`src/rtl/prco_decode_stage_if.sv`:
```
// Fetch-side and downstream handshake bundle of the PRCO decode stage.
// The master modport is the environment (fetch + consumer); the slave modport is the stage itself.
interface prco_decode_stage_if #(
    parameter int INSTR_W = 16,
    parameter int DATA_W  = 16,
    parameter int CNT_W   = 2
);
    logic               i_valid;
    logic               q_ready;
    logic [INSTR_W-1:0] i_instr;
    logic               i_flush;
    logic               q_valid;
    logic               i_ready;
    logic [4:0]         q_op;
    logic [2:0]         q_seld;
    logic [2:0]         q_sela;
    logic [2:0]         q_selb;
    logic               q_third_sel;
    logic [DATA_W-1:0]  q_imm;
    logic [DATA_W-1:0]  q_simm;
    logic               q_reg_we;
    logic               q_req_alu;
    logic               q_req_ram;
    logic               q_req_ram_we;
    logic               q_new_uart1_data;
    logic               q_illegal;
    logic [CNT_W-1:0]   q_count;

    modport master (
        output i_valid, i_instr, i_flush, i_ready,
        input  q_ready, q_valid, q_op, q_seld, q_sela, q_selb, q_third_sel,
               q_imm, q_simm, q_reg_we, q_req_alu, q_req_ram, q_req_ram_we,
               q_new_uart1_data, q_illegal, q_count
    );

    modport slave (
        input  i_valid, i_instr, i_flush, i_ready,
        output q_ready, q_valid, q_op, q_seld, q_sela, q_selb, q_third_sel,
               q_imm, q_simm, q_reg_we, q_req_alu, q_req_ram, q_req_ram_we,
               q_new_uart1_data, q_illegal, q_count
    );
endinterface

```
`src/rtl/prco_decode_stage.sv`:
```
// PRCO instruction decoder: decodes accepted instructions into bundles held in a
// DEPTH-entry buffer, presented downstream through a valid/ready handshake.
module prco_decode_stage #(
    parameter int INSTR_W = 16,
    parameter int DATA_W  = 16,
    parameter int DEPTH   = 2,
    parameter int CNT_W   = $clog2(DEPTH + 1)
) (
    input  logic                 i_clk,
    input  logic                 i_reset_n,
    prco_decode_stage_if.slave   bus
);
    localparam int PTR_W = $clog2(DEPTH);

    localparam logic [4:0] OP_NOP   = 5'd0;
    localparam logic [4:0] OP_MOV   = 5'd1;
    localparam logic [4:0] OP_MOVI  = 5'd2;
    localparam logic [4:0] OP_ADD   = 5'd3;
    localparam logic [4:0] OP_ADDI  = 5'd4;
    localparam logic [4:0] OP_CMP   = 5'd5;
    localparam logic [4:0] OP_JMP   = 5'd6;
    localparam logic [4:0] OP_LW    = 5'd7;
    localparam logic [4:0] OP_SW    = 5'd8;
    localparam logic [4:0] OP_WRITE = 5'd9;

    typedef struct packed {
        logic [4:0]        op;
        logic [2:0]        seld;
        logic [2:0]        sela;
        logic [2:0]        selb;
        logic              third_sel;
        logic [DATA_W-1:0] imm;
        logic [DATA_W-1:0] simm;
        logic              reg_we;
        logic              req_alu;
        logic              req_ram;
        logic              req_ram_we;
        logic              uart;
        logic              illegal;
    } bundle_t;

    bundle_t          mem_reg [DEPTH];
    logic [PTR_W-1:0] wr_ptr_reg;
    logic [PTR_W-1:0] rd_ptr_reg;
    logic [CNT_W-1:0] count_reg;
    logic [CNT_W-1:0] count_next;
    bundle_t          dec;
    bundle_t          head;
    logic             full;
    logic             ready_int;
    logic             valid_int;
    logic             push;
    logic             pop;

    assign full      = (count_reg == CNT_W'(DEPTH));
    assign ready_int = !full && i_reset_n;
    assign valid_int = (count_reg != '0);
    // Flush wins over both sides of the handshake.
    assign push      = bus.i_valid && ready_int && !bus.i_flush;
    assign pop       = valid_int && bus.i_ready && !bus.i_flush;

    always_comb begin
        dec      = '0;
        dec.op   = bus.i_instr[INSTR_W-1 -: 5];
        dec.seld = bus.i_instr[10:8];
        dec.sela = bus.i_instr[7:5];
        dec.selb = bus.i_instr[4:2];
        dec.imm  = {{(DATA_W-8){1'b0}}, bus.i_instr[7:0]};
        dec.simm = {{(DATA_W-5){bus.i_instr[4]}}, bus.i_instr[4:0]};
        case (dec.op)
            OP_NOP: ;
            OP_MOV, OP_MOVI, OP_ADDI: begin
                dec.reg_we  = 1'b1;
                dec.req_alu = 1'b1;
            end
            OP_ADD: begin
                dec.reg_we    = 1'b1;
                dec.req_alu   = 1'b1;
                dec.third_sel = 1'b1;
            end
            OP_LW: begin
                dec.reg_we  = 1'b1;
                dec.req_ram = 1'b1;
                dec.req_alu = 1'b1;
            end
            OP_SW: begin
                dec.req_ram    = 1'b1;
                dec.req_ram_we = 1'b1;
                dec.req_alu    = 1'b1;
            end
            OP_CMP: begin
                dec.req_alu   = 1'b1;
                dec.third_sel = 1'b1;
            end
            OP_JMP:   dec.reg_we = 1'b1;
            OP_WRITE: dec.uart   = 1'b1;
            default:  dec.illegal = 1'b1;
        endcase
    end

    always_comb begin
        count_next = count_reg;
        case ({push, pop})
            2'b10:   count_next = count_reg + CNT_W'(1);
            2'b01:   count_next = count_reg - CNT_W'(1);
            default: count_next = count_reg;
        endcase
    end

    always_ff @(posedge i_clk) begin
        if (!i_reset_n || bus.i_flush) begin
            wr_ptr_reg <= '0;
            rd_ptr_reg <= '0;
            count_reg  <= '0;
        end else begin
            if (push) wr_ptr_reg <= wr_ptr_reg + PTR_W'(1);
            if (pop)  rd_ptr_reg <= rd_ptr_reg + PTR_W'(1);
            count_reg <= count_next;
        end
    end

    // Storage is cleared on reset so every bundle output reads zero afterwards.
    always_ff @(posedge i_clk) begin
        if (!i_reset_n) begin
            for (int i = 0; i < DEPTH; i++) mem_reg[i] <= '0;
        end else if (push) begin
            mem_reg[wr_ptr_reg] <= dec;
        end
    end

    assign head = mem_reg[rd_ptr_reg];

    assign bus.q_ready          = ready_int;
    assign bus.q_valid          = valid_int;
    assign bus.q_count          = count_reg;
    assign bus.q_op             = head.op;
    assign bus.q_seld           = head.seld;
    assign bus.q_sela           = head.sela;
    assign bus.q_selb           = head.selb;
    assign bus.q_third_sel      = head.third_sel;
    assign bus.q_imm            = head.imm;
    assign bus.q_simm           = head.simm;
    assign bus.q_reg_we         = head.reg_we;
    assign bus.q_req_alu        = head.req_alu;
    assign bus.q_req_ram        = head.req_ram;
    assign bus.q_req_ram_we     = head.req_ram_we;
    assign bus.q_new_uart1_data = head.uart;
    assign bus.q_illegal        = head.illegal;
endmodule

```
`src/flat_wrapper.sv`:
```
// flat-port wrapper written by rule: the top's interface ports become plain ports
module prco_decode_stage_flat 
#(
    parameter int INSTR_W = 16,
    parameter int DATA_W  = 16,
    parameter int DEPTH   = 2,
    parameter int CNT_W   = $clog2(DEPTH + 1)
)
  (i_clk, i_reset_n, bus_i_valid, bus_i_instr, bus_i_flush, bus_i_ready, bus_q_ready, bus_q_valid, bus_q_op, bus_q_seld, bus_q_sela, bus_q_selb, bus_q_third_sel, bus_q_imm, bus_q_simm, bus_q_reg_we, bus_q_req_alu, bus_q_req_ram, bus_q_req_ram_we, bus_q_new_uart1_data, bus_q_illegal, bus_q_count);
  prco_decode_stage_if #(.INSTR_W(INSTR_W), .DATA_W(DATA_W), .CNT_W(CNT_W)) bus_i ();
  input  logic i_clk;
  input  logic i_reset_n;
  input wire logic [$bits(bus_i.i_valid)-1:0] bus_i_valid;
  input wire logic [$bits(bus_i.i_instr)-1:0] bus_i_instr;
  input wire logic [$bits(bus_i.i_flush)-1:0] bus_i_flush;
  input wire logic [$bits(bus_i.i_ready)-1:0] bus_i_ready;
  output wire logic [$bits(bus_i.q_ready)-1:0] bus_q_ready;
  output wire logic [$bits(bus_i.q_valid)-1:0] bus_q_valid;
  output wire logic [$bits(bus_i.q_op)-1:0] bus_q_op;
  output wire logic [$bits(bus_i.q_seld)-1:0] bus_q_seld;
  output wire logic [$bits(bus_i.q_sela)-1:0] bus_q_sela;
  output wire logic [$bits(bus_i.q_selb)-1:0] bus_q_selb;
  output wire logic [$bits(bus_i.q_third_sel)-1:0] bus_q_third_sel;
  output wire logic [$bits(bus_i.q_imm)-1:0] bus_q_imm;
  output wire logic [$bits(bus_i.q_simm)-1:0] bus_q_simm;
  output wire logic [$bits(bus_i.q_reg_we)-1:0] bus_q_reg_we;
  output wire logic [$bits(bus_i.q_req_alu)-1:0] bus_q_req_alu;
  output wire logic [$bits(bus_i.q_req_ram)-1:0] bus_q_req_ram;
  output wire logic [$bits(bus_i.q_req_ram_we)-1:0] bus_q_req_ram_we;
  output wire logic [$bits(bus_i.q_new_uart1_data)-1:0] bus_q_new_uart1_data;
  output wire logic [$bits(bus_i.q_illegal)-1:0] bus_q_illegal;
  output wire logic [$bits(bus_i.q_count)-1:0] bus_q_count;
  assign bus_i.i_valid = bus_i_valid;
  assign bus_i.i_instr = bus_i_instr;
  assign bus_i.i_flush = bus_i_flush;
  assign bus_i.i_ready = bus_i_ready;
  assign bus_q_ready = bus_i.q_ready;
  assign bus_q_valid = bus_i.q_valid;
  assign bus_q_op = bus_i.q_op;
  assign bus_q_seld = bus_i.q_seld;
  assign bus_q_sela = bus_i.q_sela;
  assign bus_q_selb = bus_i.q_selb;
  assign bus_q_third_sel = bus_i.q_third_sel;
  assign bus_q_imm = bus_i.q_imm;
  assign bus_q_simm = bus_i.q_simm;
  assign bus_q_reg_we = bus_i.q_reg_we;
  assign bus_q_req_alu = bus_i.q_req_alu;
  assign bus_q_req_ram = bus_i.q_req_ram;
  assign bus_q_req_ram_we = bus_i.q_req_ram_we;
  assign bus_q_new_uart1_data = bus_i.q_new_uart1_data;
  assign bus_q_illegal = bus_i.q_illegal;
  assign bus_q_count = bus_i.q_count;
  prco_decode_stage #(.INSTR_W(INSTR_W), .DATA_W(DATA_W), .DEPTH(DEPTH), .CNT_W(CNT_W)) u_core (.i_clk(i_clk), .i_reset_n(i_reset_n), .bus(bus_i));
endmodule
```
`config.mk`:
```
export PLATFORM = sky130hd
export DESIGN_NAME = prco_decode_stage_flat
export DESIGN_NICKNAME = d
export VERILOG_FILES = /design/src/rtl/prco_decode_stage_if.sv /design/src/rtl/prco_decode_stage.sv /design/src/flat_wrapper.sv
export SDC_FILE = /design/constraint.sdc
export NUM_CORES = 1
export LEC_CHECK = 0
export CAP_MARGIN = 25
export CORE_UTILIZATION = 40
export DETAILED_ROUTE_END_ITERATION = 10
export PLACE_DENSITY = 0.7
export SYNTH_ARGS = -nofsm -noshare
export SYNTH_HDL_FRONTEND = slang
export SYNTH_SLANG_ARGS = --single-unit
```
`constraint.sdc`:
```
create_clock -name i_clk -period 5.6 [get_ports i_clk]
set_input_delay 1.68 -clock i_clk [delete_from_list [all_inputs] [get_ports i_clk]]
set_output_delay 1.68 -clock i_clk [all_outputs]
set_load 0.02 [all_outputs]
```
## Word-level counts from Yosys, hierarchy flattened

Memories as Yosys holds them, arrays and structs flattened. A register that Yosys moved wholly into a read port is not among the register bits.
Index checks and enable logic that the tools add are counted.

- Bits of input ports: 21
- Memory bits (writable): 90
- Output and inout port bits: 57
- Memories: 1
- ROM bits: 0
- Word-level logic and storage cells: 55
- Bits in latches: 0
- Bits in registers: 4

Memory list:

| name | depth | width | rd ports | clocked after Yosys merged registers in | wr ports | line | RTL |
|---|---|---|---|---|---|---|---|
| u_core.mem_reg | 2 | 45 | 1 | 1 | 2 | prco_decode_stage.sv:42 | `bundle_t mem_reg [DEPTH];` |

- Multipliers: 0
- Reductions and logical operators: 18
- Equal/unequal tests: 12
- Add/sub/neg operators: 4
- Bitwise operators: 0
- Div/mod/pow operators: 0
- Shifts and indexed selects: 0
- $lt $le $gt $ge: 0
- Muxes and demuxes: 17

Operators by type and width:

| kind | count |
|---|---|
| two-way mux 45 bit | 1 |
| OR reduction 45 bit | 1 |
| == test 5 x 3 -> 1 bit (second input constant) | 4 |
| two-way mux 1 bit | 15 |
| == test 5 x 2 -> 1 bit (second input constant) | 2 |
| == test 5 x 4 -> 1 bit (second input constant) | 2 |
| OR reduction 10 bit | 1 |
| OR reduction 7 bit | 1 |
| OR reduction 6 bit | 1 |
| == test 5 x 1 -> 1 bit (second input constant) | 1 |
| logical AND 1 bit | 5 |
| zero test 5 bit | 1 |
| == test 2 bit (second input constant) | 2 |
| case mux 2 bit (2 select lines) | 1 |
| nonzero test 2 bit | 2 |
| OR reduction 2 bit | 2 |
| zero test 1 bit | 3 |
| adder 1 bit (second input constant) | 2 |
| adder 2 x 1 -> 2 bit (second input constant) | 1 |
| == test 2 x 1 -> 1 bit (second input constant) | 1 |
| subtractor 2 x 1 -> 2 bit (second input constant) | 1 |
| logical OR 1 bit | 1 |

## Logic depth before layout (Yosys ltp)

- Word-level depth: 10
- Depth in mapped cells: 6
- Gate-level depth less buffers: 6

## Worst setup path after synthesis

No wires, ideal clock.

- Kind: input port to output port
- Start point: input port i_reset_n
- End point: output port bus_q_ready
- Stages on the path: 1
- Slack: 2.030 ns
- Required time: 3.920 ns
- Path buffers: 0
- Arrival: 1.890 ns
- Cell sequence: and2_1

- Cells in the longest elaborated chain, start to end: 1

RTL lines:

| element | line | RTL |
|---|---|---|
| start, declared | flat_wrapper.sv:12 | `input logic i_reset_n;` |
| logical AND 1 bit | prco_decode_stage.sv:56 | `assign ready_int = !full && i_reset_n;` |
| end, declared | flat_wrapper.sv:17 | `output wire logic [$bits(bus_i.q_ready)-1:0] bus_q_ready;` |

Every way passes these cells.

## Final worst setup path

Ends and elaborated chain as after synthesis.

==> results.json <==
{
  "status": "completed",
  "crit_top_cell": "clkdlybuf4s50_1",
  "die_area_mm2": 0.00685,
  "ff2ff_setup_slack_ns": 3.46,
  "synth_top_area_cell": "edfxtp_1",
  "required_ns": 3.92,
  "grt_pass1_wl_mm": 6.80,
  "chipHeight_um": 82.8,
  "cp_top_family": "buffers and inverters",
  "fp.dieW_um": 82.8,
  "via_count": 1603,
  "largest_register_ffs": 46,
  "syn_area_per_cell_um2": 12.7,
  "skew_ns": 0.00874,
  "drc": 0,
  "tritoncts": "built",
  "drtPass1Iterations": 4,
  "maxCapViolCount": 0,
  "vias_per_cell": 4.84,
  "tightest_slew_ns": 0.681,
  "period_needed_ns": 4.63,
  "critPathKind": "in -> out",
  "synthesis.area_mm2": 0.00261,
  "h-tree-depth": 2,
  "cp_slowest_cell": "clkdlybuf4s50_1",
  "numPortBuffers": 69,
  "slew_headroom": 0.543,
  "fin_nets": 275,
  "combPwrFrac": 0.157,
  "hpwl_mm": 3.10,
  "ir_drop_uv": 95.0,
  "track_usage": 0.138,
  "stdcell_count": 331,
  "drive_above_1_share": 0.169,
  "syn2layout_area_growth_pct": 27.7,
  "globalplace.congestion": 0.670,
  "fillers": 564,
  "synthTopCellsByArea": "edfxtp_1 (53%), mux2_2 (9.9%), buf_4 (8.6%)",
  "antenna_left": 0,
  "root_buffer": "clkbuf_8",
  "power.leakage_uw": 0.00121,
  "post_cts_buffers": 0,
  "synth_top_area_frac": 0.529,
  "tns_ns": 0,
  "final_common_cell": "clkdlybuf4s50_1",
  "startpoint_type": "primary input",
  "critPathMaxStageDelay_ns": 0.60,
  "dpl_cell_area_mm2": 0.00318,
  "multi_input_area_um2": 868,
  "synth-seq-cells": 51,
  "rsz0062_at_grt": "no",
  "cp_num_cells": 3,
  "p_int_uw": 675,
  "hold_viol": 0,
  "numClockSinks": 51,
  "cts_buffers": 5,
  "crit_fanout": 5,
  "yosys_warnings": 0,
  "num_io_pins": 78,
  "antenna_found_initial": 0,
  "worstSetupEndpointType": "output pin",
  "synth_cell_type_count": 37,
  "cts_resized": 0,
  "setup_violations": 0,
  "totalWireLength_mm": 4.57,
  "clock.fmax_ghz": 0.216,
  "stdcell_area_mm2": 0.00333,
  "powerDensity_mw_per_mm2": 261,
  "pwr-share-seq": 0.503,
  "clock_latency_ns": 0.30,
  "switching_power_uw": 193,
  "dp.cells": 322,
  "clkSlewWorstSetupHoldPaths_ns": 0.08,
  "grt_pass1_vias": 1469,
  "final_cell_mix": "clkdlybuf4s50_1 (69), edfxtp_1 (46), and2_1 (31), mux2_2 (23), nor2_1 (20)",
  "swShare": 0.222,
  "syn_inst": 206,
  "arrival_ns": 2.95,
  "ff2ff_path_depth": 4,
  "hold_path.class": "reg -> reg",
  "postCtsHoldBufs": 0,
  "worst-path-buf-inv": 2,
  "seq_area_frac_synth": 0.568,
  "placementRows": 29,
  "path_cells": "clkdlybuf4s50_1 -> and2_1 -> clkdlybuf4s50_1",
  "fin_crit_sh": 0.826,
  "seqCellArea_mm2": 0.00148,
  "drt_iter0_markers": 137,
  "grt_start_max_net_pins": 24,
  "design.core.area_mm2": 0.00631,
  "slew_viol_final": 0,
  "diodes": 0,
  "post_drt_wl_per_cell_um": 13.8,
  "cts_buffer_depth": 2,
  "initial_core_util": 0.413,
  "grt_remaining_overflow": 0,
  "holdPathStages": 2,
  "clock_power_share": 0.341
}
## synthesized netlist by cell type (all sizes together)
master / number
a211oi: 2
a21o: 1
a21oi: 2
and2: 31
and4: 1
buf: 36
clkbuf: 3
conb: 1
dfxtp: 5
edfxtp: 46
ha: 1
inv: 2
mux2: 23
nand2: 2
nand2b: 2
nand3: 3
nand3b: 1
nand4: 1
nand4b: 1
nor2: 20
nor2b: 3
nor3: 1
nor4: 1
o21a: 1
o21ai: 4
o21bai: 1
o31a: 1
or2: 1
or3: 2
or4: 1
or4b: 1
xnor2: 1
xor2: 4
## logic make-up after synthesis
family,after synthesis,synth area share
simple gates,72,0.164
flops,51,0.568
buf+inv,41,0.109
mux,23,0.0993
compound gates,12,0.0369
xor+xnor,5,0.0168
fa+ha+maj,1,0.00480
other cells,1,0.00144
## path summary, 6_finish.rpt
path	from	end
worst min-delay path	u_core.rd_ptr_reg$_SDFFE_PP0P_	flip-flop
worst max register to register	u_core.bus.q_count[0]$_SDFFE_PP0P_	u_core.mem_reg[0][29]$_SDFFCE_PN0P_
worst max-delay path	i_reset_n	bus_q_ready
worst min register to register	u_core.rd_ptr_reg$_SDFFE_PP0P_	flip-flop
## final cells by class
cell class | instances | share of cell area
sequential | 51 | 0.445
multi-input combinational | 121 | 0.261
timing repair buffer | 72 | 0.222
tap | 77 | 0.0289
clock buffer | 5 | 0.0207
clock inverter | 3 | 0.0203
inverter | 2 | 0.00225
## power by group through the flow
stage	clock network (µW)	registers, µW	logic (µW)
3_5_place_dp	0	445	136
3_3_place_gp	0	445	133
5_1_grt	317	438	146
4_1_cts	302	437	136
2_1_floorplan	0	444	90.0
6_report	296	436	136
## stage by stage
step | hold slack [ns] | util | worst slack (ns) | total power (µW)
after floorplan | 0.472 | - | 2.03 | 534
after global placement | 0.484 | 0.499 | 0.979 | 578
after detailed placement | 0.493 | 0.504 | 0.973 | 581
after CTS | 0.513 | 0.525 | 0.963 | 875
after global routing | 0.560 | 0.528 | 0.907 | 901
final | 0.510 | 0.528 | 0.972 | 868
## per-layer routing
metal / track usage / vias up / share of wire
met2: 0.252 / 54 / 0.52
li1: - / 771 / -
met4: 0.0517 / 0 / 0.012
met1: 0.148 / 771 / 0.40
met5: 0 / - / 0
met3: 0.0440 / 7 / 0.068
## tightest hold or removal path: cells and delay by family (launching register included)
kind	cells	cell delay [ns]
flops	1	0.33
xor+xnor	1	0.08
simple gates	1	0.07
Note: power is estimated with default switching activity, not from simulation.
